--- src/rtl/pgm_pkg.sv ---
// pgm_pkg
// Shared types and constants for the program-RAM arbitration slice.
//   PGM_ADDR_W     : program RAM address width (128 entries)
//   PGM_DATA_W     : program RAM word width
//   pgm_wr_entry_t : one posted write (address + data)
//   pgm_grant_e    : which requester owns the RAM port in the current cycle
//   pgm_ret_e      : read-return tracking state
package pgm_pkg;

   localparam int PGM_ADDR_W = 7;
   localparam int PGM_DATA_W = 144;

   typedef struct packed {
      logic [PGM_ADDR_W-1:0] addr;
      logic [PGM_DATA_W-1:0] data;
   } pgm_wr_entry_t;

   typedef enum logic [1:0] {
      GRANT_IDLE,
      GRANT_WRITE,
      GRANT_READ
   } pgm_grant_e;

   typedef enum logic {
      RET_IDLE,
      RET_PEND
   } pgm_ret_e;

endpackage

--- src/rtl/pgm_wfifo.sv ---
// pgm_wfifo
// Posted-write FIFO for the program RAM. Besides the usual head/count view it
// exposes every slot's valid bit and address so the arbiter can look for
// read-after-write hazards against all pending writes.
// Ports:
//   clk, rst          : clock, synchronous active-high reset
//   push, push_entry  : enqueue request (ignored when full unless popping)
//   pop               : dequeue the head (ignored when empty)
//   head_entry        : oldest pending write
//   count, count_nxt  : current and next-cycle occupancy
//   full, empty       : occupancy flags
//   entry_valid       : per-slot valid bits
//   entry_addr        : per-slot write addresses
module pgm_wfifo
   import pgm_pkg::*;
#(
   parameter int DEPTH = 4
)(
   input  logic                                   clk,
   input  logic                                   rst,
   input  logic                                   push,
   input  pgm_wr_entry_t                          push_entry,
   input  logic                                   pop,
   output pgm_wr_entry_t                          head_entry,
   output logic [$clog2(DEPTH):0]                 count,
   output logic [$clog2(DEPTH):0]                 count_nxt,
   output logic                                   full,
   output logic                                   empty,
   output logic [DEPTH-1:0]                       entry_valid,
   output logic [DEPTH-1:0][PGM_ADDR_W-1:0]       entry_addr
);

   localparam int PTR_W = $clog2(DEPTH);
   localparam int CNT_W = PTR_W + 1;

   pgm_wr_entry_t    mem [DEPTH];
   logic [PTR_W-1:0] wr_ptr;
   logic [PTR_W-1:0] rd_ptr;
   logic             push_ok;
   logic             pop_ok;

   // A pop frees a slot in the same cycle, so a full FIFO can still accept
   // a push while it is being drained.
   always_comb begin
      empty     = (count == '0);
      full      = (count == CNT_W'(DEPTH));
      pop_ok    = pop && !empty;
      push_ok   = push && (!full || pop_ok);
      count_nxt = count + CNT_W'(push_ok) - CNT_W'(pop_ok);
   end

   // Pointers, occupancy and slot valid bits. When a full FIFO pops and
   // pushes the same slot, the set below overrides the clear.
   always_ff @(posedge clk) begin
      if (rst) begin
         wr_ptr      <= '0;
         rd_ptr      <= '0;
         count       <= '0;
         entry_valid <= '0;
      end else begin
         count <= count_nxt;
         if (pop_ok) begin
            rd_ptr              <= rd_ptr + 1'b1;
            entry_valid[rd_ptr] <= 1'b0;
         end
         if (push_ok) begin
            wr_ptr              <= wr_ptr + 1'b1;
            entry_valid[wr_ptr] <= 1'b1;
         end
      end
   end

   // Storage is not reset; stale slots are masked by entry_valid.
   always_ff @(posedge clk) begin
      if (push_ok) begin
         mem[wr_ptr] <= push_entry;
      end
   end

   // Flatten slot addresses for the hazard compare and present the head.
   always_comb begin
      head_entry = mem[rd_ptr];
      for (int i = 0; i < DEPTH; i++) begin
         entry_addr[i] = mem[i].addr;
      end
   end

endmodule

--- src/rtl/pgm_ram_arb.sv ---
// pgm_ram_arb
// Arbiter/sequencer for the single-port program RAM shared by the pgm_wr
// write path and the pgm_rd read path. Writes are posted into pgm_wfifo;
// reads normally win but yield on an address hazard, FIFO urgency or after
// a bounded burst of reads while writes wait.
// Ports:
//   clk, rst                 : clock, synchronous active-high reset
//   wr_en, wr_addr, wr_data  : write request from pgm_wr (no backpressure)
//   wr_alf                   : FIFO almost full, upstream should hold off
//   wr_drop, wr_drop_cnt     : dropped-write pulse and saturating count
//   rd_req, rd_addr          : read request, held until rd_ack
//   rd_ack                   : read issued to the RAM this cycle
//   rd_data, rd_data_valid   : read return, one cycle after rd_ack
//   ram_en, ram_we, ram_addr, ram_wdata, ram_rdata : RAM macro port
module pgm_ram_arb
   import pgm_pkg::*;
#(
   parameter int ADDR_W       = PGM_ADDR_W,
   parameter int DATA_W       = PGM_DATA_W,
   parameter int WFIFO_DEPTH  = 4,
   parameter int URGENT_LVL   = 3,
   parameter int MAX_RD_BURST = 8
)(
   input  logic              clk,
   input  logic              rst,
   input  logic              wr_en,
   input  logic [ADDR_W-1:0] wr_addr,
   input  logic [DATA_W-1:0] wr_data,
   output logic              wr_alf,
   output logic              wr_drop,
   output logic [15:0]       wr_drop_cnt,
   input  logic              rd_req,
   input  logic [ADDR_W-1:0] rd_addr,
   output logic              rd_ack,
   output logic [DATA_W-1:0] rd_data,
   output logic              rd_data_valid,
   output logic              ram_en,
   output logic              ram_we,
   output logic [ADDR_W-1:0] ram_addr,
   output logic [DATA_W-1:0] ram_wdata,
   input  logic [DATA_W-1:0] ram_rdata
);

   localparam int CNT_W    = $clog2(WFIFO_DEPTH) + 1;
   localparam int STREAK_W = $clog2(MAX_RD_BURST + 1);

   pgm_wr_entry_t                              push_entry;
   pgm_wr_entry_t                              head_entry;
   logic [CNT_W-1:0]                           count;
   logic [CNT_W-1:0]                           count_nxt;
   logic                                       full;
   logic                                       empty;
   logic [WFIFO_DEPTH-1:0]                     entry_valid;
   logic [WFIFO_DEPTH-1:0][PGM_ADDR_W-1:0]     entry_addr;
   logic                                       fifo_push;
   logic                                       fifo_pop;
   logic                                       drop;
   logic                                       rd_hazard;
   logic                                       urgent;
   logic                                       starved;
   logic [STREAK_W-1:0]                        rd_streak;
   logic [DATA_W-1:0]                          rd_hold;
   pgm_grant_e                                 grant;
   pgm_ret_e                                   ret_state;
   pgm_ret_e                                   ret_state_nxt;

   assign push_entry = '{addr: wr_addr, data: wr_data};
   assign fifo_push  = wr_en && !rst;
   assign fifo_pop   = (grant == GRANT_WRITE);
   assign drop       = fifo_push && full && !fifo_pop;

   pgm_wfifo #(
      .DEPTH (WFIFO_DEPTH)
   ) u_wfifo (
      .clk         (clk),
      .rst         (rst),
      .push        (fifo_push),
      .push_entry  (push_entry),
      .pop         (fifo_pop),
      .head_entry  (head_entry),
      .count       (count),
      .count_nxt   (count_nxt),
      .full        (full),
      .empty       (empty),
      .entry_valid (entry_valid),
      .entry_addr  (entry_addr)
   );

   // The read is hazardous if any pending write targets its address. A write
   // arriving this cycle counts too: it is not visible in the FIFO yet, and
   // issuing the read now would return data older than that write.
   always_comb begin
      rd_hazard = wr_en && (wr_addr == rd_addr);
      for (int i = 0; i < WFIFO_DEPTH; i++) begin
         if (entry_valid[i] && (entry_addr[i] == rd_addr)) begin
            rd_hazard = 1'b1;
         end
      end
      urgent  = (32'(count) >= URGENT_LVL);
      starved = (32'(rd_streak) >= MAX_RD_BURST);
   end

   // Grant decision and RAM port drive. Writes take the port when there is
   // no read, or when the read must yield; a hazardous read with nothing to
   // drain leaves the port idle for a cycle.
   always_comb begin
      grant     = GRANT_IDLE;
      ram_en    = 1'b0;
      ram_we    = 1'b0;
      ram_addr  = rd_addr;
      ram_wdata = '0;
      rd_ack    = 1'b0;
      if (!rst) begin
         if (!empty && (!rd_req || rd_hazard || urgent || starved)) begin
            grant = GRANT_WRITE;
         end else if (rd_req && !rd_hazard) begin
            grant = GRANT_READ;
         end
      end
      case (grant)
         GRANT_WRITE: begin
            ram_en    = 1'b1;
            ram_we    = 1'b1;
            ram_addr  = head_entry.addr;
            ram_wdata = head_entry.data;
         end
         GRANT_READ: begin
            ram_en = 1'b1;
            rd_ack = 1'b1;
         end
         default: ;
      endcase
   end

   // Read-return tracking: a grant now means RAM data arrives next cycle.
   always_comb begin
      ret_state_nxt = RET_IDLE;
      if (grant == GRANT_READ) begin
         ret_state_nxt = RET_PEND;
      end
   end

   always_ff @(posedge clk) begin
      if (rst) begin
         ret_state <= RET_IDLE;
      end else begin
         ret_state <= ret_state_nxt;
      end
   end

   // Gating with rst drops a return that was in flight when reset arrived.
   // rd_data passes the RAM word straight through in the valid cycle and
   // otherwise shows the last returned word.
   assign rd_data_valid = (ret_state == RET_PEND) && !rst;
   assign rd_data       = rd_data_valid ? ram_rdata : rd_hold;

   always_ff @(posedge clk) begin
      if (rst) begin
         rd_hold <= '0;
      end else if (rd_data_valid) begin
         rd_hold <= ram_rdata;
      end
   end

   // Consecutive reads granted while writes wait; any write grant or an
   // empty FIFO restarts the count.
   always_ff @(posedge clk) begin
      if (rst) begin
         rd_streak <= '0;
      end else if (grant == GRANT_WRITE || empty) begin
         rd_streak <= '0;
      end else if (grant == GRANT_READ && 32'(rd_streak) < MAX_RD_BURST) begin
         rd_streak <= rd_streak + 1'b1;
      end
   end

   // Upstream flow-control flags and dropped-write accounting.
   always_ff @(posedge clk) begin
      if (rst) begin
         wr_alf      <= 1'b0;
         wr_drop     <= 1'b0;
         wr_drop_cnt <= '0;
      end else begin
         wr_alf  <= (32'(count_nxt) >= WFIFO_DEPTH - 1);
         wr_drop <= drop;
         if (drop && wr_drop_cnt != 16'hFFFF) begin
            wr_drop_cnt <= wr_drop_cnt + 16'd1;
         end
      end
   end

endmodule

--- config.mk ---
export PLATFORM = sky130hd
export DESIGN_NAME = pgm_ram_arb
export DESIGN_NICKNAME = d
export VERILOG_FILES = /design/src/rtl/pgm_pkg.sv /design/src/rtl/pgm_wfifo.sv /design/src/rtl/pgm_ram_arb.sv
export SDC_FILE = /design/constraint.sdc
export NUM_CORES = 1
export LEC_CHECK = 0
export BUFFER_PORTS_ARGS = -buffer_cell sky130_fd_sc_hd__buf_2
export CAP_MARGIN = 15
export CORE_MARGIN = 2
export CORE_UTILIZATION = 35
export DETAILED_ROUTE_END_ITERATION = 8
export HOLD_SLACK_MARGIN = 0.1
export MAX_ROUTING_LAYER = met4
export RECOVER_POWER = 50
export SLEW_MARGIN = 20
export SYNTH_ARGS = -nofsm -noshare
export SYNTH_HDL_FRONTEND = slang
export SYNTH_SLANG_ARGS = --single-unit
--- constraint.sdc ---
create_clock -name clk -period 7.1 [get_ports clk]
set_input_delay 1.42 -clock clk [delete_from_list [all_inputs] [get_ports clk]]
set_output_delay 1.42 -clock clk [all_outputs]
set_load 0.01 [all_outputs]
# Word level (Yosys, flattened, before mapping)
# Memories as Yosys holds them, arrays and structs flattened. A register that Yosys moved wholly into a read port is not among the register bits.
# Cells that the tools add are included.
# word_totals
regBits	178
latch_bits	0
ramBits	604
rom_bits	0
inputBits	306
output_inout_bits	317
wordCells	92
memories	1
# op_classes
add_sub_neg	6
n_mul	0
div_mod_pow	0
order_cmp	8
n_eq_ne	9
shift	0
muxes	24
bitwise_logic	3
reduce_logical	31
# mem_list
memory	depth	word_bits	rd	rd_clocked_by_memory_dff	write_ports	line_no	source
u_wfifo.mem	4	151	5	1	1	pgm_wfifo.sv:36	pgm_wr_entry_t mem [DEPTH];
# ops
op	count
144-bit two-way mux	2
7-bit == test	5
1-bit logical AND	17
16-bit by 1-bit adder with 16-bit output (second input constant)	1
16-bit != test (second input constant)	1
4-bit two-way mux	3
1-bit two-way mux	11
2-bit two-way mux	5
7-bit two-way mux	1
3-bit by 2-bit >= comparator with 1-bit output (second input constant)	2
1-bit zero test	6
2-bit by 3-bit < comparator with 1-bit output (second input constant)	2
1-bit logical OR	5
2-bit by 1-bit adder with 2-bit output (second input constant)	2
4-bit by 1-bit adder with 4-bit output (second input constant)	1
4-bit bitwise AND	1
1-bit demux with 2-bit select	2
2-bit by 1-bit >= comparator with 1-bit output (second input constant)	2
4-bit >= comparator (second input constant)	1
4-bit < comparator (second input constant)	1
4-bit NOT	1
4-bit bitwise OR	1
2-bit OR reduction	2
3-bit by 1-bit adder with 3-bit output	1
5 further kinds	5

# Longest topological paths before layout
# Gate-level depths: netlist of the first run.
# depth
depth_word	19
ltp_mapped	17
mapped_depth_nobuf	16

# Hierarchy
# Synthesis of the first run repeated with hierarchy kept, for this count alone.
# unflattened
hier_cells	1712
area_unflattened_um2	31061.0
# modules_own_cells
module	n_inst	cells_each	area_per_inst_um2	seq_area_each_um2
pgm_wfifo	1	892	22607.9	18397.6
pgm_ram_arb	1	820	8453.1	3343.2

# Least setup slack after synthesis of the first run
# No wires, ideal clock.
# synth_path
path_kind	input to register
from	input rd_addr[2]
to	memory u_wfifo.mem[1][0] in the netlist's numbering, enable pin
setup_ns	0.530
t_arrival_ns	6.631
required_time_ns	6.570
slack_ns	-0.061
path_stages	11
path_buffers	2
cell_sequence	buf_2 > xor2_1 > nor4_1 > nand4_1 > o2111ai_1 > o21a_1 > ha_1 > nor4b_4 > nor2b_1 > clkbuf_1 > and2_1
# synth_via
elab_chain_cells	18
elab_cells_between_ends	29
cone_classes	eq/ne (6); mux (9); reduce/logical (14)
# synth_rtl
item	line_no	source
start, declared	pgm_ram_arb.sv:33	input logic [ADDR_W-1:0] rd_addr,
7-bit == test (on tied branches)	pgm_ram_arb.sv:93, pgm_ram_arb.sv:95	
1-bit logical AND (on tied branches)	pgm_ram_arb.sv:93, pgm_ram_arb.sv:95	
1-bit two-way mux (3 in series)	pgm_ram_arb.sv:95	if (entry_valid[i] && (entry_addr[i] == rd_addr)) begin
1-bit two-way mux (*)	pgm_ram_arb.sv:95	
1-bit logical OR (3 in series)	pgm_ram_arb.sv:114	if (!empty && (!rd_req || rd_hazard || urgent || starved)) begin
1-bit logical AND	pgm_ram_arb.sv:114	
2-bit two-way mux (*)	pgm_ram_arb.sv:114	
2-bit two-way mux (*)	pgm_ram_arb.sv:113	if (!rst) begin
2-bit by 1-bit == test with 1-bit output (*)	pgm_ram_arb.sv:69	assign fifo_pop = (grant == GRANT_WRITE);
1-bit logical AND (*)	pgm_wfifo.sv:47	pop_ok = pop && !empty;
1-bit logical OR (*)	pgm_wfifo.sv:48	push_ok = push && (!full || pop_ok);
1-bit logical AND (*)	pgm_wfifo.sv:48	
1-bit two-way mux (*)	pgm_wfifo.sv:75	if (push_ok) begin
1-bit two-way mux (not written as such) (*)	pgm_wfifo.sv:76	mem[wr_ptr] <= push_entry;
end, declared	pgm_wfifo.sv:36	
# Every way passes the cells marked *; elsewhere a longest branch is shown, timed or not.

# Worst setup path in the final report of the first run
# layout_path
from	input rd_addr[1]
to	memory u_wfifo.mem[3][134] in the netlist's numbering, enable pin
# Same word-level chain as after synthesis.

==> reports/qor.csv, run 1 <==
metric,value,unit
final_hold_viol_count,0,
path_class,input port to register,
clock_path_buffers,3,
switching_power,2.552,mW
ys.flop_type,edfxtp_1,
finalMaxSlewViolations,147,
numCtsBuffers,85,
failed_checks,"capacitance limit, slew limit",
hold_start,wr_drop_cnt[14],
drive_above_1_share,0.3504,
path_max_fanout,69,
fmax,168.2,MHz
synth_edf_count,604,
p_leak,13.73,nW
cts_tree,built,
final_cell_mix,"604 x edfxtp_1, 451 x buf_2, 195 x clkbuf_1",
coreArea,0.08675,mm^2
vias,17050,
setup_ws,1.154,ns
status,"finished, violations left",
synth_cells,1687,
wl_met1,28810,um
postCtsSetupBuffers,0,
design.final.nets,2643,
totalWireLength,76630,um
startpoint_type,input port,
top_layer,met4,
met2_length,38590,um
ys_warn_count,0,
clock_latency,0.65,ns
placementRows,108,
timing.rr.start,u_wfifo.mem[2][145],
clock-root-buffer,clkbuf_16,
synth_fp_nets,2010,
multiInputGateArea,0.008319,mm^2
die_x,299.8,um
critPathLaunch,rd_addr[1],
period_needed,5.946,ns
async_flop_share,0,
finClkSkew,0.02773,ns
start_util,0.3530,
fin_cells,3570,
wl_per_cell,21.46,um
fillers,7800,
area_delta_synth_final,22.89,%
h-tree-depth,3,
critical_path_arrival,6.25,ns
die_h,299.8,um
cts_hold_buf,0,
min_path_type,register to register,
worstMarginPinSlew,2.144,ns
grt_use_total,0.1711,
post-route-period-util,0.8375,
place_congestion,0.8386,
clkPwrFrac,0.405,
dr.pass1.iters,5,
drt_iter0_drc,1029,
p_comb_frac,0.110,
post_cts_resized,0,
avgSynthCellArea,18.15,um^2
drv_cap,4,
dieArea,0.08987,mm^2
clk_pin_slew,0.06,ns
hpwl,50850,um
p_int,8.277,mW
powerDensity,287.8,mW/mm^2
cts.sinks,784,
port_buffers,622,
cp-end-kind,register,
grt_max_degree,109,
ioPinCount,623,
drc,0,
switching_share,0.2357,
final_common_cell,edfxtp_1,
overflow,0,
p_seq_frac,0.485,
rsz0062_at_grt,false,
hold_ws,0.5143,ns
ir_drop,202.0,uV
place_ws,1.601,ns
syn_area,0.03062,mm^2
finalSetupViolCount,0,
antenna_found_initial,33,
yosysUniqueCellTypes,45,
required,7.40,ns
grt_pass1_vias,17670,
fin_setup_tns,0,ns
dp.cells,3388,
slew_headroom,-0.4304,
ys_seq_area_frac,0.7100,
grt_pass1_wl,111500,um
synth_seq_cells,784,
ant_nets,0,
route.met3.wl,6729,um
viasPerCell,4.776,
regArea,0.02175,mm^2
Yosys cell counts, types with 2 or more instances:
library cell	number	area, um^2
nor4_1	2	12.51
and4_1	3	26.28
a211oi_1	5	37.54
dfxtp_1	180	3603
a21o_1	2	15.01
xnor2_1	38	332.8
or3_1	3	18.77
mux2i_1	2	20.02
a2111oi_4	2	55.05
buf_2	37	185.2
buf_4	6	45.04
edfxtp_1	604	18140
mux4_2	151	3401
nand3_1	10	50.05
nor2b_1	152	950.9
xor2_1	13	113.9
nand4_1	10	62.56
a21oi_1	11	55.05
buf_1	4	15.01
ha_1	16	200.2
nor2_1	33	123.9
and3_1	4	25.02
mux2_2	152	1712
o21ai_0	2	10.01
nand2_1	13	48.80
clkbuf_1	51	191.4
inv_1	16	60.06
and2_1	148	925.9
state kept, by name, indices dropped and copies added, names as in the netlist, named ones only:
register,cells
u_wfifo.mem,604
rd_hold,144
wr_drop_cnt,16
rd_streak,4
u_wfifo.entry_valid,4
u_wfifo.count,3
u_wfifo.rd_ptr,2
u_wfifo.wr_ptr,2
ret_state,1
wr_alf,1
wr_drop,1
power groups by stage:
stage	Sequential (mW)	Clock [mW]	Combinational [mW]
2_1_floorplan	5.34	0	0.714
3_3_place_gp	5.34	0	1.23
3_5_place_dp	5.35	0	1.25
4_1_cts	5.26	4.51	1.26
5_1_grt	5.27	4.69	1.30
6_report	5.26	4.38	1.19
worst paths after layout:
| path | endpoint | slack, ns | cells past startpoint |
|---|---|---|---|
| min | wr_drop_cnt[14] | 0.51 | 2 |
| min reg2reg | wr_drop_cnt[14] | 0.51 | 2 |
| max | u_wfifo.mem[3][134] | 1.15 | 11 |
| max reg2reg | u_wfifo.mem[3][134] | 1.77 | 10 |
worst max-delay path, cell delays in order:
cell       delay, ns
clkbuf_1        0.28
xor2_1          0.12
nor4_1          0.40
nand4_1         0.19
o2111ai_1       0.14
o21a_1          0.20
ha_4            0.44
nor4b_1         0.20
nor2b_1         0.59
and2_0          1.67
buf_12          0.47
area by class of cell:
type                    instances  share of cell area
inverters                      16            0.001596
flip-flops and latches        784              0.5780
clock inverters                39             0.01260
well taps                    1155             0.03840
diodes                         29            0.001929
repair buffers                645             0.08462
multi-input cells             788              0.2211
clock buffers                 114             0.06181
through the flow:
step                      utilization  instance area (um^2)  power (mW)
after global placement         0.4046                 35100       6.571
after global routing           0.4337                 37630       11.27
after CTS                      0.4368                 37900       11.02
after detailed placement       0.4046                 35100       6.603
final                          0.4338                 37630       10.83
after floorplan                     -                 30630       6.057
metal layers:
metal,up-vias,GRT usage
met5,-,-
met4,0,0.06702
met3,122,0.05810
met2,610,0.2826
met1,8602,0.1907
li1,7717,-
kinds of logic (layout without fill, tap and decap cells):
| group | count (synthesis) | count (layout) | synth area share |
|---|---|---|---|
| buf+inv | 115 | 814 | 0.01659 |
| other cells | 0 | 29 | 0 |
| simple gates | 385 | 385 | 0.07576 |
| xor+xnor | 51 | 51 | 0.01459 |
| fa+ha+maj | 17 | 17 | 0.007192 |
| compound gates | 30 | 30 | 0.008254 |
| mux | 305 | 305 | 0.1676 |
| flops | 784 | 784 | 0.7100 |
Note: power is estimated with default switching activity, not from simulation.
==> inputs of run 2 (changes only) <==
--- a/config.mk
+++ b/config.mk
@@ -5,6 +5,7 @@
 export SDC_FILE = /design/constraint.sdc
 export NUM_CORES = 1
 export LEC_CHECK = 0
+export ABC_AREA = 1
 export BUFFER_PORTS_ARGS = -buffer_cell sky130_fd_sc_hd__buf_2
 export CAP_MARGIN = 15
 export CORE_MARGIN = 2
==> constraint.sdc (replaced) <==
create_clock -name clk -period 4.8 [get_ports clk]
set_input_delay 0.96 -clock clk [delete_from_list [all_inputs] [get_ports clk]]
set_output_delay 0.96 -clock clk [all_outputs]
set_load 0.01 [all_outputs]
==> reports/qor.csv, run 2 <==
metric,value,unit
status,"finished, final reports clean",
path_class,input port to primary output,
drive_above_1_share,0.1999,
grt_most_used_layer,met2,
clock-root-buffer,clkbuf_16,
timing.rr.start,u_wfifo.mem[1][144],
yosysMostFrequentCell,nor2_1,
crit_buf_inv,6,
fin_cells,4819,
worstHoldEndpoint,u_wfifo.entry_valid[2],
cts_tree,built,
period_needed,4.415,ns
synth_seq_cells,784,
fmax,226.5,MHz
required,3.84,ns
place_ws,0.4114,ns
area_delta_synth_final,21.93,%
clock_path_buffers,3,
setup_ws,0.3849,ns
finalSetupViolCount,0,
syn_area,0.03158,mm^2
dieArea,0.09264,mm^2
synth_fp_nets,3285,
finClkSkew,0.06342,ns
largest_reg_flops,604,
reg2reg_to,u_wfifo.mem[2][83],
vias,22800,
clock_latency,0.69,ns
finalMaxSlewViolations,0,
coreArea,0.08974,mm^2
drt_iter0_drc,1861,
hold_start,u_wfifo.entry_valid[2],
r2r_cells,18,
placementRows,110,
crit_slowest_cell,inv_4,
whs_path_depth,2,
path_max_fanout,82,
use_met3,0.05453,
wl_per_cell,17.86,um
place_congestion,0.8471,
die_x,304.4,um
grt_pass1_vias,21830,
hpwl,52910,um
postCtsSetupBuffers,0,
crit_chain,"clkbuf_1, inv_1, nand2_1, inv_4, buf_12, or2_2, o21ai_0, inv_1, buf_2",
grt_use_total,0.1846,
hold_ws,0.4689,ns
drv_cap,0,
antenna_found_initial,35,
async_flop_share,0,
synth_edf_count,604,
numCtsBuffers,86,
ioPinCount,623,
synth_area_leaders,"edfxtp_1 57%, dfxtp_1 11%, nor2_1 9.2%",
h-tree-depth,3,
design.final.nets,3863,
overflow,0,
ant_nets,0,
synth_cells,2962,
fin_setup_tns,0,ns
start_util,0.3519,
yosys.area.top_type,edfxtp_1,
crit_family,buffers and inverters,
dp.cells,4628,
min_path_type,register to register,
grt_pass1_wl,128900,um
synthTopCellsByCount,"772 x nor2_1, 604 x edfxtp_1, 426 x o21ai_0",
cts_hold_buf,0,
cpPeakStageDelay,0.47,ns
startpoint_type,input port,
yosysUniqueCellTypes,36,
clk_pin_slew,0.06,ns
viasPerCell,4.731,
dr.pass1.iters,5,
reg_top3,"u_wfifo.mem: 604 flops, rd_hold: 144 flops, wr_drop_cnt: 16 flops",
slew_headroom,0.1979,
die_h,304.4,um
grt_max_degree,207,
final_hold_viol_count,0,
post-route-period-util,0.9198,
ys_warn_count,0,
r2r_setup_slack,0.57,ns
met2_usage,0.2982,
ir_drop,325.8,uV
avgSynthCellArea,10.66,um^2
use_met1,0.2212,
rsz0062_at_grt,false,
port_buffers,622,
synth_top_area_share,0.5744,
crit_top_cell,inv_1,
worstMarginPinSlew,1.203,ns
p_leak,16.08,nW
ys.flop_type,edfxtp_1,
top_register,u_wfifo.mem,
post_cts_resized,0,
cp-end-kind,primary output,
final_common_cell,nor2_1,
critical_path_arrival,3.46,ns
totalWireLength,86070,um
drc,0,
fin_util,0.4291,
ys_seq_area_frac,0.6885,
final_cell_mix,"771 x nor2_1, 604 x edfxtp_1, 452 x o21ai_0",
powerDensity,426.3,mW/mm^2
cts.sinks,784,
critPathLaunch,rst,
run 2: cell types whose count changed after synthesis, moves of 28 or more:
cell / delta
clkbuf_1: +48
o21ai_0: +424
and2_1: -148
mux4_2: -151
nand2_1: +128
xnor2_1: -28
nor2b_1: -152
or2_0: +33
or2_2: +94
mux2_2: -152
a21oi_1: +167
o21ai_1: +34
nor2_1: +739
inv_1: +211
run 2: final cells by class:
type | count | area, um^2
Multi-Input combinational cell | 1774 | 8179
Inverter | 232 | 910.9
Sequential cell | 784 | 21750
Timing Repair Buffer | 662 | 3303
Clock buffer | 110 | 2313
Fill cell | 8621 | 51230
Antenna cell | 31 | 77.57
Clock inverter | 50 | 498.0
Tap cell | 1176 | 1471
run 2: metrics by stage:
stage	instance area, um^2	total power [mW]
detailed placement	35920	10.18
global route	38500	17.14
global placement	35920	10.16
finish	38500	16.41
floorplan	31680	9.223
CTS	38730	16.67
run 2: per-layer routing:
| metal | vias up | wire length (um) |
|---|---|---|
| li1 | 11150 | - |
| met4 | 0 | 2133 |
| met2 | 757 | 41620 |
| met5 | - | 0 |
| met1 | 10760 | 35050 |
| met3 | 126 | 7259 |
run 2: worst register-to-register path: stages (launching register included):
cell	delay [ns]
edfxtp_1	0.40
inv_1	0.10
nand2_1	0.07
nand2_1	0.06
inv_1	0.03
nand2_1	0.07
nor2_1	0.04
nand2_1	0.05
nand3_1	0.10
nor2_2	0.18
o211ai_1	0.11
ha_1	0.27
inv_6	0.39
nand4_1	0.24
nand2_1	0.26
clkinvlp_2	0.33
nand2_4	0.15
clkinvlp_2	0.51
buf_12	0.45
run 2: logic make-up (layout without fill, tap and decap cells):
family                     count (synthesis)  after routing  synth area share
AOI/OAI and AO/OA                        652            652            0.1042
adders and majority gates                 17             17          0.006974
other                                      0             31                 0
DFF                                      784            784            0.6885
and+or+nand+nor                         1090           1090            0.1441
buffers and inverters                    404           1054           0.05202
xor gates and xnor gates                  15             15          0.004160
run 2: worst max-delay path by stage:
| stage | to | cells past startpoint |
|---|---|---|
| after CTS | ram_wdata[72] | 16 |
| after floorplan | u_wfifo.mem[0][0] | 18 |
| after detailed placement | wr_alf | 22 |
| final | rd_data[26] | 9 |
| after global placement | wr_alf | 22 |
| after global routing | rd_data[26] | 9 |
run 2: report_power, final:
group          internal [mW]  switching (mW)  total [mW]  leakage, nW
clock network           3.68            2.77        6.45         1.37
logic                  0.700            1.50        2.20         7.76
registers               7.67          0.0904        7.76         6.95
total                   12.1            4.36        16.4         16.1
==> inputs of run 3 (changes only) <==
--- a/config.mk
+++ b/config.mk
@@ -9,7 +9,7 @@
 export BUFFER_PORTS_ARGS = -buffer_cell sky130_fd_sc_hd__buf_2
 export CAP_MARGIN = 15
 export CORE_MARGIN = 2
-export CORE_UTILIZATION = 35
+export CORE_UTILIZATION = 39
 export DETAILED_ROUTE_END_ITERATION = 8
 export HOLD_SLACK_MARGIN = 0.1
 export MAX_ROUTING_LAYER = met4
==> constraint.sdc (replaced) <==
create_clock -name clk -period 5.6 [get_ports clk]
set_input_delay 1.12 -clock clk [delete_from_list [all_inputs] [get_ports clk]]
set_output_delay 1.12 -clock clk [all_outputs]
set_load 0.01 [all_outputs]
==> reports/qor.csv, run 3 (synthesis results as in run 2) <==
metric,value,unit
critical_path_arrival,3.63,ns
ir_drop,498.2,uV
drt_iter0_drc,1431,
die_h,288.6,um
die_x,288.6,um
post-route-period-util,0.8489,
finClkSkew,0.04779,ns
hpwl,54480,um
final_hold_viol_count,0,
coreArea,0.08029,mm^2
largest_reg_flops,604,
ant_nets,0,
cts_hold_buf,0,
grt_max_degree,156,
top_register,u_wfifo.mem,
clock_latency,0.64,ns
drc,0,
status,"finished, violations left",
timing.rr.start,u_wfifo.mem[0][144],
clock-root-buffer,clkbuf_16,
numCtsBuffers,84,
wl_per_cell,18.65,um
crit_top_cell,nand2_1,
postCtsSetupBuffers,0,
ioPinCount,623,
rsz0062_at_grt,false,
antenna_found_initial,23,
clock_path_buffers,3,
drv_cap,4,
cts.sinks,784,
hold_start,u_wfifo.entry_valid[2],
period_needed,4.754,ns
dr.pass1.iters,5,
clk_pin_slew,0.05,ns
p_leak,16.10,nW
cpPeakStageDelay,0.43,ns
grt_use_total,0.2062,
path_class,input port to primary output,
design.final.nets,3858,
crit_family,buffers and inverters,
fin_cells,4683,
crit_slowest_cell,buf_12,
fmax,210.4,MHz
viasPerCell,4.827,
placementRows,104,
totalWireLength,87360,um
min_path_type,register to register,
cts_tree,built,
failed_checks,"capacitance limit, slew limit",
required,4.48,ns
grt_pass1_wl,127300,um
finalMaxSlewViolations,320,
final_common_cell,nor2_1,
reg_top3,"u_wfifo.mem: 604 flops, rd_hold: 144 flops, wr_drop_cnt: 16 flops",
drive_above_1_share,0.1934,
crit_chain,"buf_2, inv_1, nand2_1, nand2_1, inv_1, nand2_1, nor2_1, nand2_1, nand3_1, nor2_1, o211ai_1, ha_1, inv_6, buf_12, a21oi_1, buf_2",
fin_setup_tns,0,ns
critPathLaunch,rd_addr[0],
final_cell_mix,"772 x nor2_1, 604 x edfxtp_1, 443 x o21ai_0",
worstMarginPinSlew,2.244,ns
powerDensity,378.0,mW/mm^2
place_congestion,0.8411,
cp-end-kind,primary output,
vias,22600,
crit_buf_inv,6,
port_buffers,622,
h-tree-depth,3,
finalSetupViolCount,0,
post_cts_resized,0,
overflow,0,
startpoint_type,input port,
grt_pass1_vias,21160,
dp.cells,4509,
fin_total_pwr,14.60,mW
start_util,0.3933,
path_max_fanout,96,
slew_headroom,-0.4958,
dieArea,0.08326,mm^2
area_delta_synth_final,22.29,%
[run 3: cell types whose count changed in the layout (fill, tap and decap cells not counted), sizes merged, moves of 5 or more]
cell    previous run  this run
buf              479       447
clkinv            38        25
clkbuf           293       322
inv              233       228
diode             31        19
bufinv             4        15
[run 3: where the power goes]
| part | switching, mW | internal (mW) | total (mW) |
|---|---|---|---|
| Clock | 2.37 | 3.69 | 6.07 |
| Combinational | 1.28 | 0.595 | 1.88 |
| Sequential | 0.0787 | 6.57 | 6.65 |
| Total | 3.73 | 10.9 | 14.6 |
[run 3: through the flow]
| stage | setup WS, ns | util | hold slack, ns | cell area, um^2 |
|---|---|---|---|---|
| after CTS | 0.8345 | 0.4844 | 0.4723 | 38890 |
| after global placement | 0.7683 | 0.4458 | 0.4523 | 35800 |
| after detailed placement | 0.7311 | 0.4458 | 0.4640 | 35800 |
| final | 0.8464 | 0.4810 | 0.4674 | 38620 |
| after floorplan | 0.1441 | - | 0.4395 | 31590 |
| after global routing | 0.4926 | 0.4809 | 0.4933 | 38610 |
[run 3: layout make-up]
| cell class | instances | area (um^2) |
|---|---|---|
| inverter | 232 | 904.6 |
| tap | 1060 | 1326 |
| antenna | 19 | 47.55 |
| clock buffer | 110 | 2352 |
| timing repair buffer | 659 | 3336 |
| fill | 7407 | 41670 |
| sequential | 784 | 21750 |
| multi-input combinational | 1774 | 8162 |
| clock inverter | 45 | 739.5 |
[run 3: path summary, 6_finish.rpt]
kind | to | slack, ns | cells after the start
max reg2reg | u_wfifo.mem[2][100] | 1.23 | 18
max | ram_wdata[73] | 0.85 | 16
min | u_wfifo.entry_valid[2] | 0.47 | 2
min reg2reg | u_wfifo.entry_valid[2] | 0.47 | 2
[run 3: per-layer routing]
metal / share of wire / vias up / global-route usage / wire length, um
li1: - / 11110 / - / -
met3: 0.092 / 143 / 0.06351 / 8025
met5: 0 / - / - / 0
met4: 0.030 / 0 / 0.07085 / 2659
met2: 0.49 / 721 / 0.3360 / 42480
met1: 0.39 / 10630 / 0.2417 / 34200
[run 3: worst reg2reg max path, cell delays in order (launching register included)]
cell,delay (ns)
edfxtp_1,0.42
inv_1,0.07
nand2_1,0.05
nand2_1,0.07
inv_1,0.04
nand2_1,0.05
nor2_1,0.04
nand2_1,0.07
nand3_1,0.07
nor2_1,0.26
o211ai_1,0.15
ha_1,0.30
inv_6,0.23
nand4_1,0.18
nand2_1,0.17
inv_1,0.12
nand2_1,0.13
clkinvlp_2,0.12
clkbuf_4,0.94
